**src/rtl/wb_pkg.sv**
```systemverilog
// -----------------------------------------------------------------------------
// wb_pkg
// Shared types for the Wishbone master arbiter slice.
//   arb_mode_e  : arbitration policy selected at elaboration time
//   arb_state_e : arbiter FSM states
// -----------------------------------------------------------------------------
package wb_pkg;

  typedef enum logic [0:0] {
    ARB_FIXED = 1'b0,  // lowest requesting index wins
    ARB_RR    = 1'b1   // round-robin starting at the rotating pointer
  } arb_mode_e;

  typedef enum logic [1:0] {
    IDLE  = 2'd0,  // no grant, waiting for any CYC
    BUSY  = 2'd1,  // grant locked to one master, requests forwarded
    DRAIN = 2'd2   // master left early, absorbing outstanding responses
  } arb_state_e;

endpackage : wb_pkg

```
**src/rtl/rr_picker.sv**
```systemverilog
// -----------------------------------------------------------------------------
// rr_picker
// Combinational N-way priority picker with a rotating base. The first request
// at or above base_i (wrapping modulo N) wins. Tie base_i to zero for plain
// fixed priority.
// Ports:
//   req_i   in  N    request vector
//   base_i  in  IW   index that has highest priority
//   gnt_o   out N    one-hot winner (all zero when no request)
//   idx_o   out IW   binary index of the winner
//   valid_o out 1    at least one request present
// -----------------------------------------------------------------------------
module rr_picker #(
  parameter int unsigned N  = 2,
  parameter int unsigned IW = 1
) (
  input  logic [N-1:0]  req_i,
  input  logic [IW-1:0] base_i,
  output logic [N-1:0]  gnt_o,
  output logic [IW-1:0] idx_o,
  output logic          valid_o
);

  logic [2*N-1:0] dbl_s;
  logic [N-1:0]   rot_s;
  logic [IW-1:0]  off_s;
  logic [IW:0]    sum_s;

  // Rotate requests so base_i lands at bit 0, find the first set bit, then
  // translate that offset back to an absolute master index.
  always_comb begin
    dbl_s   = {req_i, req_i};
    rot_s   = N'(dbl_s >> base_i);
    valid_o = 1'b0;
    off_s   = {IW{1'b0}};
    for (int i = 0; i < int'(N); i++) begin
      if (!valid_o && rot_s[i]) begin
        valid_o = 1'b1;
        off_s   = IW'(i);
      end else begin
        valid_o = valid_o;
      end
    end
    sum_s = {1'b0, base_i} + {1'b0, off_s};
    if (sum_s >= (IW+1)'(N)) begin
      idx_o = IW'(sum_s - (IW+1)'(N));
    end else begin
      idx_o = IW'(sum_s);
    end
    for (int j = 0; j < int'(N); j++) begin
      gnt_o[j] = valid_o & (idx_o == IW'(j));
    end
  end

endmodule : rr_picker

```
**src/rtl/wb_master_arbiter.sv**
```systemverilog
// -----------------------------------------------------------------------------
// wb_master_arbiter
// N-to-1 pipelined Wishbone B4 arbiter. A grant is taken in IDLE (one cycle of
// arbitration, no strobe issued) and held for the whole CYC of the winner.
// Accepted-but-unanswered requests are counted and bounded by MAX_OUTST. If the
// winner drops CYC with responses pending, the arbiter keeps the slave cycle
// open (DRAIN) and swallows those responses before releasing.
// Ports:
//   clk_i, rst_i                 clock, synchronous active-high reset
//   m_cyc_i/m_stb_i/m_we_i       per-master controls (N bits)
//   m_adr_i/m_dat_i/m_sel_i      per-master address/data/select, master k at k*W
//   m_dat_o                      slave read data broadcast to all masters
//   m_ack_o/m_err_o              responses, only to the granted master
//   m_stall_o                    stall, always 1 for non-granted masters
//   s_cyc_o/s_stb_o/s_we_o       slave-side controls
//   s_adr_o/s_dat_o/s_sel_o      slave-side address/data/select
//   s_dat_i/s_ack_i/s_err_i/s_stall_i  slave responses
//   grant_o                      registered one-hot grant (zero when idle)
//   proto_err_o                  sticky: response seen with nothing outstanding
// -----------------------------------------------------------------------------
module wb_master_arbiter
  import wb_pkg::*;
#(
  parameter int unsigned N_MASTERS = 2,
  parameter int unsigned AW        = 32,
  parameter int unsigned DW        = 32,
  parameter arb_mode_e   ARB_MODE  = ARB_RR,
  parameter int unsigned MAX_OUTST = 4
) (
  input  logic                      clk_i,
  input  logic                      rst_i,
  input  logic [N_MASTERS-1:0]      m_cyc_i,
  input  logic [N_MASTERS-1:0]      m_stb_i,
  input  logic [N_MASTERS-1:0]      m_we_i,
  input  logic [N_MASTERS*AW-1:0]   m_adr_i,
  input  logic [N_MASTERS*DW-1:0]   m_dat_i,
  input  logic [N_MASTERS*DW/8-1:0] m_sel_i,
  output logic [DW-1:0]             m_dat_o,
  output logic [N_MASTERS-1:0]      m_ack_o,
  output logic [N_MASTERS-1:0]      m_err_o,
  output logic [N_MASTERS-1:0]      m_stall_o,
  output logic                      s_cyc_o,
  output logic                      s_stb_o,
  output logic                      s_we_o,
  output logic [AW-1:0]             s_adr_o,
  output logic [DW-1:0]             s_dat_o,
  output logic [DW/8-1:0]           s_sel_o,
  input  logic [DW-1:0]             s_dat_i,
  input  logic                      s_ack_i,
  input  logic                      s_err_i,
  input  logic                      s_stall_i,
  output logic [N_MASTERS-1:0]      grant_o,
  output logic                      proto_err_o
);

  localparam int unsigned IW = (N_MASTERS > 1) ? $clog2(N_MASTERS) : 1;
  localparam int unsigned CW = $clog2(MAX_OUTST + 1);
  localparam int unsigned SW = DW / 8;

  arb_state_e               state_q, state_d;
  logic [N_MASTERS-1:0]     grant_q, grant_d;
  logic [IW-1:0]            gidx_q, gidx_d;
  logic [IW-1:0]            ptr_q, ptr_d;
  logic [CW-1:0]            cnt_q, cnt_d;
  logic                     proto_err_q;

  logic [IW-1:0]            pick_base_s;
  logic [N_MASTERS-1:0]     pick_gnt_s;
  logic [IW-1:0]            pick_idx_s;
  logic                     pick_valid_s;
  logic [IW-1:0]            next_ptr_s;

  logic                     cyc_g_s, stb_g_s, we_g_s;
  logic [AW-1:0]            adr_g_s;
  logic [DW-1:0]            dat_g_s;
  logic [SW-1:0]            sel_g_s;
  logic                     sel_k_s;

  logic                     cnt_nz_s, full_s, resp_s, inc_s, dec_s, proto_set_s;

  // Fixed priority simply never rotates the picker base.
  assign pick_base_s = (ARB_MODE == ARB_RR) ? ptr_q : {IW{1'b0}};
  assign next_ptr_s  = (gidx_q == IW'(N_MASTERS - 1)) ? {IW{1'b0}} : (gidx_q + IW'(1));

  rr_picker #(
    .N  (N_MASTERS),
    .IW (IW)
  ) u_picker (
    .req_i   (m_cyc_i),
    .base_i  (pick_base_s),
    .gnt_o   (pick_gnt_s),
    .idx_o   (pick_idx_s),
    .valid_o (pick_valid_s)
  );

  assign cnt_nz_s    = (cnt_q != {CW{1'b0}});
  assign full_s      = (cnt_q == CW'(MAX_OUTST));
  assign resp_s      = s_ack_i | s_err_i;
  assign proto_set_s = resp_s & ~cnt_nz_s;

  assign m_dat_o     = s_dat_i;
  assign grant_o     = grant_q;
  assign proto_err_o = proto_err_q;

  // AND-OR mux selecting the granted master's request signals.
  always_comb begin
    cyc_g_s = 1'b0;
    stb_g_s = 1'b0;
    we_g_s  = 1'b0;
    adr_g_s = {AW{1'b0}};
    dat_g_s = {DW{1'b0}};
    sel_g_s = {SW{1'b0}};
    sel_k_s = 1'b0;
    for (int k = 0; k < int'(N_MASTERS); k++) begin
      sel_k_s = (gidx_q == IW'(k));
      cyc_g_s = cyc_g_s | (sel_k_s & m_cyc_i[k]);
      stb_g_s = stb_g_s | (sel_k_s & m_stb_i[k]);
      we_g_s  = we_g_s  | (sel_k_s & m_we_i[k]);
      adr_g_s = adr_g_s | ({AW{sel_k_s}} & m_adr_i[k*AW +: AW]);
      dat_g_s = dat_g_s | ({DW{sel_k_s}} & m_dat_i[k*DW +: DW]);
      sel_g_s = sel_g_s | ({SW{sel_k_s}} & m_sel_i[k*SW +: SW]);
    end
  end

  // FSM state register.
  always_ff @(posedge clk_i) begin
    if (rst_i) begin
      state_q <= IDLE;
    end else begin
      state_q <= state_d;
    end
  end

  // FSM next state, grant capture and pointer advance on release.
  always_comb begin
    state_d = state_q;
    grant_d = grant_q;
    gidx_d  = gidx_q;
    ptr_d   = ptr_q;
    case (state_q)
      IDLE: begin
        if (pick_valid_s) begin
          state_d = BUSY;
          grant_d = pick_gnt_s;
          gidx_d  = pick_idx_s;
        end else begin
          state_d = IDLE;
        end
      end
      BUSY: begin
        if (!cyc_g_s) begin
          if (!cnt_nz_s) begin
            state_d = IDLE;
            grant_d = {N_MASTERS{1'b0}};
            ptr_d   = next_ptr_s;
          end else begin
            state_d = DRAIN;
          end
        end else begin
          state_d = BUSY;
        end
      end
      DRAIN: begin
        if (!cnt_nz_s) begin
          state_d = IDLE;
          grant_d = {N_MASTERS{1'b0}};
          ptr_d   = next_ptr_s;
        end else begin
          state_d = DRAIN;
        end
      end
      default: begin
        state_d = IDLE;
        grant_d = {N_MASTERS{1'b0}};
      end
    endcase
  end

  // FSM outputs: slave-side request and master-side response routing.
  always_comb begin
    s_cyc_o   = 1'b0;
    s_stb_o   = 1'b0;
    s_we_o    = 1'b0;
    s_adr_o   = {AW{1'b0}};
    s_dat_o   = {DW{1'b0}};
    s_sel_o   = {SW{1'b0}};
    m_ack_o   = {N_MASTERS{1'b0}};
    m_err_o   = {N_MASTERS{1'b0}};
    m_stall_o = {N_MASTERS{1'b1}};
    case (state_q)
      IDLE: begin
        s_cyc_o = 1'b0;
      end
      BUSY: begin
        // Keep the slave cycle open in the cycle CYC drops with work pending,
        // so it never glitches low on the way into DRAIN.
        s_cyc_o   = cyc_g_s | cnt_nz_s;
        s_stb_o   = cyc_g_s & stb_g_s & ~full_s;
        s_we_o    = we_g_s;
        s_adr_o   = adr_g_s;
        s_dat_o   = dat_g_s;
        s_sel_o   = sel_g_s;
        m_stall_o = ~grant_q | {N_MASTERS{s_stall_i | full_s}};
        m_ack_o   = grant_q & {N_MASTERS{s_ack_i & cnt_nz_s}};
        m_err_o   = grant_q & {N_MASTERS{s_err_i & cnt_nz_s}};
      end
      DRAIN: begin
        s_cyc_o = 1'b1;
        s_we_o  = we_g_s;
        s_adr_o = adr_g_s;
        s_dat_o = dat_g_s;
        s_sel_o = sel_g_s;
      end
      default: begin
        s_cyc_o = 1'b0;
      end
    endcase
  end

  // Outstanding counter; inc and dec together cancel, full blocks further strobes.
  always_comb begin
    inc_s = s_stb_o & ~s_stall_i;
    dec_s = resp_s & cnt_nz_s;
    if (inc_s && !dec_s) begin
      cnt_d = cnt_q + CW'(1);
    end else if (dec_s && !inc_s) begin
      cnt_d = cnt_q - CW'(1);
    end else begin
      cnt_d = cnt_q;
    end
  end

  // Grant, pointer, counter and sticky protocol-error registers.
  always_ff @(posedge clk_i) begin
    if (rst_i) begin
      grant_q     <= {N_MASTERS{1'b0}};
      gidx_q      <= {IW{1'b0}};
      ptr_q       <= {IW{1'b0}};
      cnt_q       <= {CW{1'b0}};
      proto_err_q <= 1'b0;
    end else begin
      grant_q     <= grant_d;
      gidx_q      <= gidx_d;
      ptr_q       <= ptr_d;
      cnt_q       <= cnt_d;
      proto_err_q <= proto_err_q | proto_set_s;
    end
  end

endmodule : wb_master_arbiter
```
**config.mk**
```make
export PLATFORM = sky130hd
export DESIGN_NAME = wb_master_arbiter
export DESIGN_NICKNAME = d
export VERILOG_FILES = /design/src/rtl/wb_pkg.sv /design/src/rtl/rr_picker.sv /design/src/rtl/wb_master_arbiter.sv
export SDC_FILE = /design/constraint.sdc
export NUM_CORES = 1
export LEC_CHECK = 0
export CAP_MARGIN = 40
export CORE_AREA = 2 2 112 114
export CTS_BUF_LIST = sky130_fd_sc_hd__clkbuf_4
export CTS_CLUSTER_DIAMETER = 150
export CTS_CLUSTER_SIZE = 24
export DETAILED_ROUTE_END_ITERATION = 7
export DIE_AREA = 0 0 114 116
export PLACE_DENSITY_LB_ADDON = 0.2
export RECOVER_POWER = 25
export SLEW_MARGIN = 0
export SYNTH_ARGS = -nofsm -noshare
export SYNTH_HDL_FRONTEND = slang
export SYNTH_HIERARCHICAL = 1
export SYNTH_SLANG_ARGS = --single-unit
```
**constraint.sdc**
```tcl
create_clock -name clk_i -period 2.3 [get_ports clk_i]
set_input_delay 0.23 -clock clk_i [delete_from_list [all_inputs] [get_ports clk_i]]
set_output_delay 0.23 -clock clk_i [all_outputs]
set_load 0.05 [all_outputs]
```
* Word-level counts from Yosys, hierarchy flattened
Cells that the tools add are included.
** Word-level totals
- Logic and storage cells :: 99
- Output and inout bits :: 112
- Bits in registers :: 10
- Input port bits :: 179
** Operators by class
- Bitwise gates (word level) :: 40
- Eq/ne operators :: 5
- $lt $le $gt $ge :: 1
- Mux-type cells :: 27
- Shifts and indexed selects :: 1
- Add/sub/neg operators :: 5
- Reduce and logical (&&, ||, !) cells :: 14
** Operator list (count)
- 32-bit bitwise AND :: 4
- 32-bit two-way mux :: 2
- 32-bit OR :: 2
- 2-bit two-way mux :: 8
- 1-bit bitwise AND :: 15
- 2-bit one-hot mux with 3 select lines :: 2
- 1-bit two-way mux :: 10
- 4-bit bitwise AND :: 2
- 1-bit OR :: 7
- 3-bit two-way mux :: 2
- 2-bit AND reduction :: 3
- 1-bit inverter :: 5
- 2-bit bitwise AND :: 2
- 4-bit two-way mux :: 1
- 2-bit != test (second input constant) :: 2
- 4-bit OR :: 1
- 1-bit one-hot mux with 2 select lines :: 2
- 2-bit nonzero test :: 2
- 4-bit by 1-bit >> shifter with 2-bit output :: 1
- 3-bit by 1-bit adder with 3-bit output (second input constant) :: 1
- 3-bit == test (second input constant) :: 1
- 1-bit logical AND :: 3
- 1-bit zero test :: 3
- 3-bit nonzero test :: 1
- 11 further kinds :: 11

* Longest topological paths before layout
- Depth in word-level cells :: 12
- Gate-level depth with buffers :: 11
- Depth with buffers taken out :: 10

* Cells and area by module
The synthesis kept the hierarchy.
** Modules (own cells, without submodules)
- wb_master_arbiter :: seq. area each 200.2 um^2, instances 1, cells an instance 264, area an instance 1898.1 um^2
- rr_picker :: seq. area each 0.0 um^2, instances 1, cells an instance 6, area an instance 36.3 um^2

* Worst setup path after synthesis
OpenSTA, ideal clock, no wires.
- Path kind :: register -> register
- Start :: reg state_q[1]
- End :: reg cnt_q[2]
- Data required time :: 2.230 ns
- Library setup time :: 0.070 ns
- Path slack :: -0.126 ns
- Clock period less this slack :: 2.426 ns
- Arrival :: 2.356 ns
- Buffers on the path :: 1
- Cell stages (with the launch flop) :: 12
- Cell sequence :: dfxtp_1 > inv_1 > ha_1 > clkbuf_1 > nand3_1 > a211oi_1 > ha_1 > inv_1 > fa_1 > xor2_1 > or3_1 > a21oi_1
** On the way
- Word-level cells in the longest chain between the ends :: 6
- Elaborated cells on any way between the ends :: 8
- Classes of those cells :: eq/ne (1); mux (2); bitwise (1); reduce/logical (4)
** RTL lines
- start, declared :: line wb_master_arbiter.sv:60 : arb_state_e state_q, state_d;
- start signal, assigned :: line wb_master_arbiter.sv:130 : state_q <= state_d;
- 2-bit by 1-bit == test with 1-bit output (*) :: line wb_master_arbiter.sv:190 : case (state_q)
- 1-bit two-way mux (*) :: line wb_master_arbiter.sv:190
- 1-bit bitwise AND (*) :: line wb_master_arbiter.sv:222 : inc_s = s_stb_o & ~s_stall_i;
- 1-bit zero test :: line wb_master_arbiter.sv:226 : end else if (dec_s && !inc_s) begin
- 1-bit logical AND :: line wb_master_arbiter.sv:226
- 2-bit nonzero test (no source line)
- end signal, assigned :: line wb_master_arbiter.sv:239 : cnt_q <= {CW{1'b0}};
- end signal, assigned :: line wb_master_arbiter.sv:245 : cnt_q <= cnt_d;
- end, declared :: line wb_master_arbiter.sv:64 : logic [CW-1:0] cnt_q, cnt_d;
Mark *: on every way between the ends. The rest lies on a longest branch, timed or not.
A chain may end at the register's enable or synchronous reset.

* Final worst setup path
- Start :: in m_cyc_i[1]
- End :: reg cnt_q[2]
** On the way
- Word-level cells in the longest chain between the ends :: 9
- Elaborated cells on any way between the ends :: 11
- Classes of those cells :: mux (2); bitwise (5); reduce/logical (4)
** RTL lines
- start, declared :: line wb_master_arbiter.sv:32 : input logic [N_MASTERS-1:0] m_cyc_i,
- 1-bit bitwise AND (*) :: line wb_master_arbiter.sv:116 : cyc_g_s = cyc_g_s | (sel_k_s & m_cyc_i[k]);
- 1-bit OR (*) :: line wb_master_arbiter.sv:116
- 1-bit bitwise AND (*) (2 in a row) :: line wb_master_arbiter.sv:198 : s_stb_o = cyc_g_s & stb_g_s & ~full_s;
- 1-bit two-way mux (*) :: line wb_master_arbiter.sv:190
- 1-bit bitwise AND (*) :: line wb_master_arbiter.sv:222
- 1-bit zero test :: line wb_master_arbiter.sv:226
- 1-bit logical AND :: line wb_master_arbiter.sv:226
- 2-bit nonzero test (no source line)
Marks and branches as above.

==> flow_metrics.py <==
metrics = {
    "timing": {
        "worst_slew_margin_rel_pct": 59.8,
        "fin_skew_ns": 0.00700,
        "post-route-period-util_pct": 96.6,
        "tightest_slew_ns": 0.603,
        "setup-tns-final_ns": 0,
        "timing.hold.ws_ns": 0.455,
        "max_freq_ghz": 0.450,
        "setup_viol": 0,
        "hold_viol_final": 0,
        "fin_crit_ns": 2.22,
        "final_max_slew_viol_count": 0,
    },
    "synthesis": {
        "syn-instance-count": 270,
        "yosysWarnings": 6,
        "synth_edf_count": 0,
        "async_reset_ff_share_pct": 0,
        "ys_top_cells_by_area": "mux2i_1, nor2_1, buf_4",
        "avgSynthCellArea_sq_um": 7.16,
        "yosysSeqAreaShare_pct": 10.3,
        "netlist_area_sq_um": 1930,
        "ys_ff_latch": 10,
        "synth_ff_type": "dfxtp_1",
        "yosysUniqueCellTypes": 32,
        "synthesis.nets": 455,
        "synthTopCellsByCount": "nor2_1, mux2i_1, buf_4, dfxtp_1",
        "synthMostInstantiatedCell": "nor2_1",
        "yosysTopAreaCell": "mux2i_1",
        "synth_top_area_share_pct": 36.2,
    },
    "route": {
        "drc_errors": 0,
        "drt-total-wl_mm": 9.21,
        "drtAntennaViolNets": 0,
        "avgViaCountPerCell": 4.09,
        "drtPass1Iterations": 4,
        "first_iter_violations": 79,
        "num_vias": 2491,
        "routedWlPerCell_um": 15.1,
    },
    "floorplanning": {
        "dieArea_sq_um": 13200,
        "die_h_um": 116,
        "rows": 40,
        "core_area_sq_um": 11900,
        "die_w_um": 114,
        "start_util_pct": 16.2,
        "io_pins": 291,
    },
    "cts": {
        "cts.htree.levels": 1,
        "clk_latency_ns": 0.27,
        "cts_tree": "yes",
        "clockBufferDepth": 2,
        "clock-sinks": 10,
        "clk_root_buffer_cell": "clkbuf_4",
        "cts_made_buffers": 3,
        "clkTransAtPathRegs_ns": 0.07,
    },
    "cells_and_area": {
        "multi_input_area_sq_um": 1390,
        "antenna_cells": 0,
        "nFillCells": 1289,
        "nets": 648,
        "final_layout_size_suffix_gt1_share_pct": 22.1,
        "regArea_sq_um": 205,
        "post-route-util_pct": 33.8,
        "area_delta_synth_final_pct": 108,
    },
    "worst_setup_path": {
        "regToRegSetupSlack_ns": 0.08,
        "startpoint_type": "input port",
        "crit_type": "in2reg",
        "worstPathMaxFanout": 2,
        "reg2reg_depth": 8,
        "cp.required_ns": 2.49,
        "arrival_ns": 2.41,
        "worst_setup_path_end_kind": "register",
    },
    "power_and_ir_drop": {
        "p_leak_nw": 1.64,
        "pwr-share-clk_pct": 5.5,
        "vdd_drop_max_uv": 202,
        "powerDensity_nw_per_um2": 653,
        "swShare_pct": 56.5,
        "seqPwrFrac_pct": 10.3,
        "power_mw": 2.63,
        "internal-power_mw": 1.14,
        "p_sw_mw": 1.49,
        "combPwrFrac_pct": 84.2,
    },
    "place": {
        "globalplace.congestion": 0.726,
        "io_buffer_count": 226,
        "dp_hpwl_mm": 7.88,
    },
    "grt": {
        "grt_max_degree": 50,
        "antenna_found_initial": 0,
        "grt_pass1_vias": 2395,
        "track_usage_pct": 12.2,
        "grt_pass1_wl_mm": 12.6,
        "grt_overflow": 0,
    },
    "run_status": {
        "outcome": "finished clean",
    },
    "min_path": {
        "min_path_cells": 2,
        "hp-class": "reg2reg",
    },
    "flow_run": {
        "max-cap-violations": 0,
    },
}
==> power groups by stage <==
stage	Clock (mW)	Sequential, mW	Combinational (mW)
after CTS	0.147	0.269	2.23
after global routing	0.157	0.280	2.35
after floorplan	0	0.301	1.54
final	0.144	0.271	2.22
after global placement	0	0.270	2.21
after detailed placement	0	0.273	2.22
==> critical path: stages <==
cell	delay (ns)
clkdlybuf4s50_1	0.48
mux2_4	0.17
nand3_1	0.10
a211oi_2	0.16
ha_2	0.20
inv_1	0.05
fa_1	0.39
xor2_1	0.18
or3_1	0.30
a21oi_1	0.15
==> through the flow <==
step	setup WS [ns]	cell area [sq um]	std cells
3_3_place_gp	-0.207	3980	604
2_1_floorplan	0.0153	1940	270
6_report	0.0780	4030	609
5_1_grt	-0.0183	4030	609
3_5_place_dp	-0.249	3980	604
4_1_cts	0.0221	4010	608
==> placed cells by master (no fill, tap or decap), types with 2 or more instances in the layout <==
cell type / n
nand3_1: 4
nand2_1: 7
o22ai_1: 2
nor2_1: 80
clkbuf_4: 4
buf_12: 2
nand2b_1: 2
a21oi_1: 7
xor2_1: 2
mux2i_1: 70
o21ai_0: 3
nor3_1: 2
ha_1: 4
inv_1: 7
buf_4: 86
a211oi_2: 2
nand4b_1: 2
dfxtp_1: 8
or3_1: 2
clkdlybuf4s50_1: 149
==> layout make-up <==
| cell class | count | area share [%] |
|---|---|---|
| Timing Repair Buffer | 238 | 54.3 |
| Sequential cell | 10 | 5.09 |
| Inverter | 8 | 0.745 |
| Tap cell | 147 | 4.56 |
| Clock buffer | 4 | 0.745 |
| Multi-Input combinational cell | 202 | 34.6 |
==> what timing repair did <==
item,4_1_cts,5_1_grt
resized for setup,0,4
hold buffers,0,0
setup endpoints to repair,0,2
setup buffers,0,1
==> state kept, by name (all words and copies together) (netlist names) <==
signal,count
gidx_q,1
proto_err_o,1
cnt_q,3
pick_base_s,1
grant_o,2
state_q,2
==> layer usage <==
| layer | vias to the layer above | share of wire (%) | global-route usage (%) |
|---|---|---|---|
| met5 | - | 0 | 0 |
| met4 | 0 | 0.37 | 1.79 |
| met3 | 2 | 8.4 | 3.03 |
| met2 | 135 | 56 | 24.3 |
| met1 | 1094 | 35 | 13.2 |
| li1 | 1260 | - | - |
==> final timing paths <==
kind,start,endpoint
max,m_cyc_i[1],cnt_q[2]
min,proto_err_o,proto_err_o
max reg2reg,cnt_q[0],cnt_q[2]
min reg2reg,proto_err_o,proto_err_o
==> kinds of logic after synthesis <==
logic type | synth area share [%]
and+or+nand+nor | 21.3
muxes | 38.2
adders and majority gates | 4.27
DFF | 10.3
AOI/OAI and AO/OA | 6.99
buffers and inverters | 18.0
xor gates and xnor gates | 0.906
Power figures use the tool's default switching activity.
==> RTL edit, RTL diff (config.mk and constraints unchanged) <==
Encoding of `arb_state_e`: now one-hot (3 bits for 3 states).
--- a/src/rtl/wb_pkg.sv
+++ b/src/rtl/wb_pkg.sv
@@ -11,10 +11,10 @@
     ARB_RR    = 1'b1   // round-robin starting at the rotating pointer
   } arb_mode_e;
 
-  typedef enum logic [1:0] {
-    IDLE  = 2'd0,  // no grant, waiting for any CYC
-    BUSY  = 2'd1,  // grant locked to one master, requests forwarded
-    DRAIN = 2'd2   // master left early, absorbing outstanding responses
+  typedef enum logic [2:0] {
+    IDLE  = 3'b001,  // no grant, waiting for any CYC
+    BUSY  = 3'b010,  // grant locked to one master, requests forwarded
+    DRAIN = 3'b100   // master left early, absorbing outstanding responses
   } arb_state_e;
 
 endpackage : wb_pkg
Formal check against the unedited RTL: no difference found for any inputs over 10 cycles, from zero or initial values and one cycle with rst_i high; not proved beyond that.
==> RTL edit against the original RTL <==
Area after synthesis up 2.1%. Routed wire length increased by 13%. Cell area increased by 22%. Hold slack got worse by 0.0099 ns. Setup slack lost 0.061 ns. First-iteration DRC count shrank 38%. Sequential cell count is 1 higher. Total power shrank 40%. Critical path type is now reg2reg. Largest cell class unchanged. Largest power group unchanged.
==> RTL edit: results (changes against the original RTL) <==
status: "finished, final reports clean"
multi_input_area_share_pct: 29.41  # -5.1 points
worstMarginPinSlew_ns: 0.5050  # -0.09843 ns
fillers: 1194  # -7.4%
dr_wl_met2_um: 5954  # +16%
grt_pass1_wl_um: 14100  # +12%
peakVddDrop_mv: 0.1503  # -25%
globalRouteMet1Util_pct: 14.36  # +1.1 points
ys_top_cells_by_count: "nor2_1, mux2i_1, buf_4, buf_2, dfxtp_1"
clkCellAreaFrac_pct: 0.6122  # -0.13 points
viasPerCell: 4.169  # +1.9%
seq_cells: 11  # +1
seq-power_mw: 0.247  # -8.9%
first_global_vias: 2499  # +4.3%
fin_cells: 615  # +0.99%
skew_ns: 0.0009235  # -0.006077 ns
critPathArrivalTime_ns: 2.48  # +0.07 ns
grt_use_total_pct: 14.11  # +1.9 points
buffers: 242  # +1.7%
synthTopCellsByArea: "mux2i_1, nor2_1, buf_4"
place_area_mm2: 0.004838  # +22%
routedWlPerCell_um: 16.88  # +12%
dp_worst_setup_slack_ns: -0.2017  # +0.04744 ns
gr-usage-met3_pct: 4.341  # +1.3 points
p_sw_mw: 0.6599  # -56%
detailed_place_hpwl_um: 9210  # +17%
syn_avg_cell_area_um2: 7.263  # +1.4%
internal_power_mw: 0.9324  # -19%
grt_use_met2_pct: 28.49  # +4.2 points
fin_nets: 650  # +0.31%
synth_xor_area_share_pct: 0.8866  # -0.019 points
gp_congestion: 0.8095  # +12%
inverters: 4  # -4
synthCells: 272  # +0.74%
post_cts_resized: 4  # +4
grt_max_degree: 70  # +40%
syn2layout_area_growth_pct: 148.3
drive_above_1_share_pct: 24.79  # +2.7 points
multi_input_cells: 207  # +2.5%
synth_compound_area_share_pct: 5.003  # -2.0 points
share_comb_of_total_power_pct: 75.4  # -8.8 points
cpMaxStageDelayCell: "or3b_4"
yosysSeqAreaShare_pct: 11.15  # +0.80 points
-- RTL edit: kinds of logic after synthesis --
logic type	after synthesis
xor gates and xnor gates	2
muxes	75
DFF	11
adders and majority gates	2
AOI/OAI and AO/OA	15
and+or+nand+nor	113
buffers and inverters	54
-- RTL edit: final timing paths --
| check | start | endpoint | slack [ns] | cells past startpoint |
|---|---|---|---|---|
| max | state_q[2] | cnt_q[2] | 0.02 | 9 |
| min | proto_err_o | proto_err_o | 0.45 | 2 |
| max reg2reg | state_q[2] | cnt_q[2] | 0.02 | 9 |
| min reg2reg | proto_err_o | proto_err_o | 0.45 | 2 |
-- RTL edit: worst max-delay path, delay by kind of cell (launching register included) --
family,cells,cell delay [ns]
fa+ha+maj,2,0.56
simple gates,3,0.82
flops,1,0.32
buf+inv,1,0.04
xor+xnor,1,0.15
compound gates,2,0.31
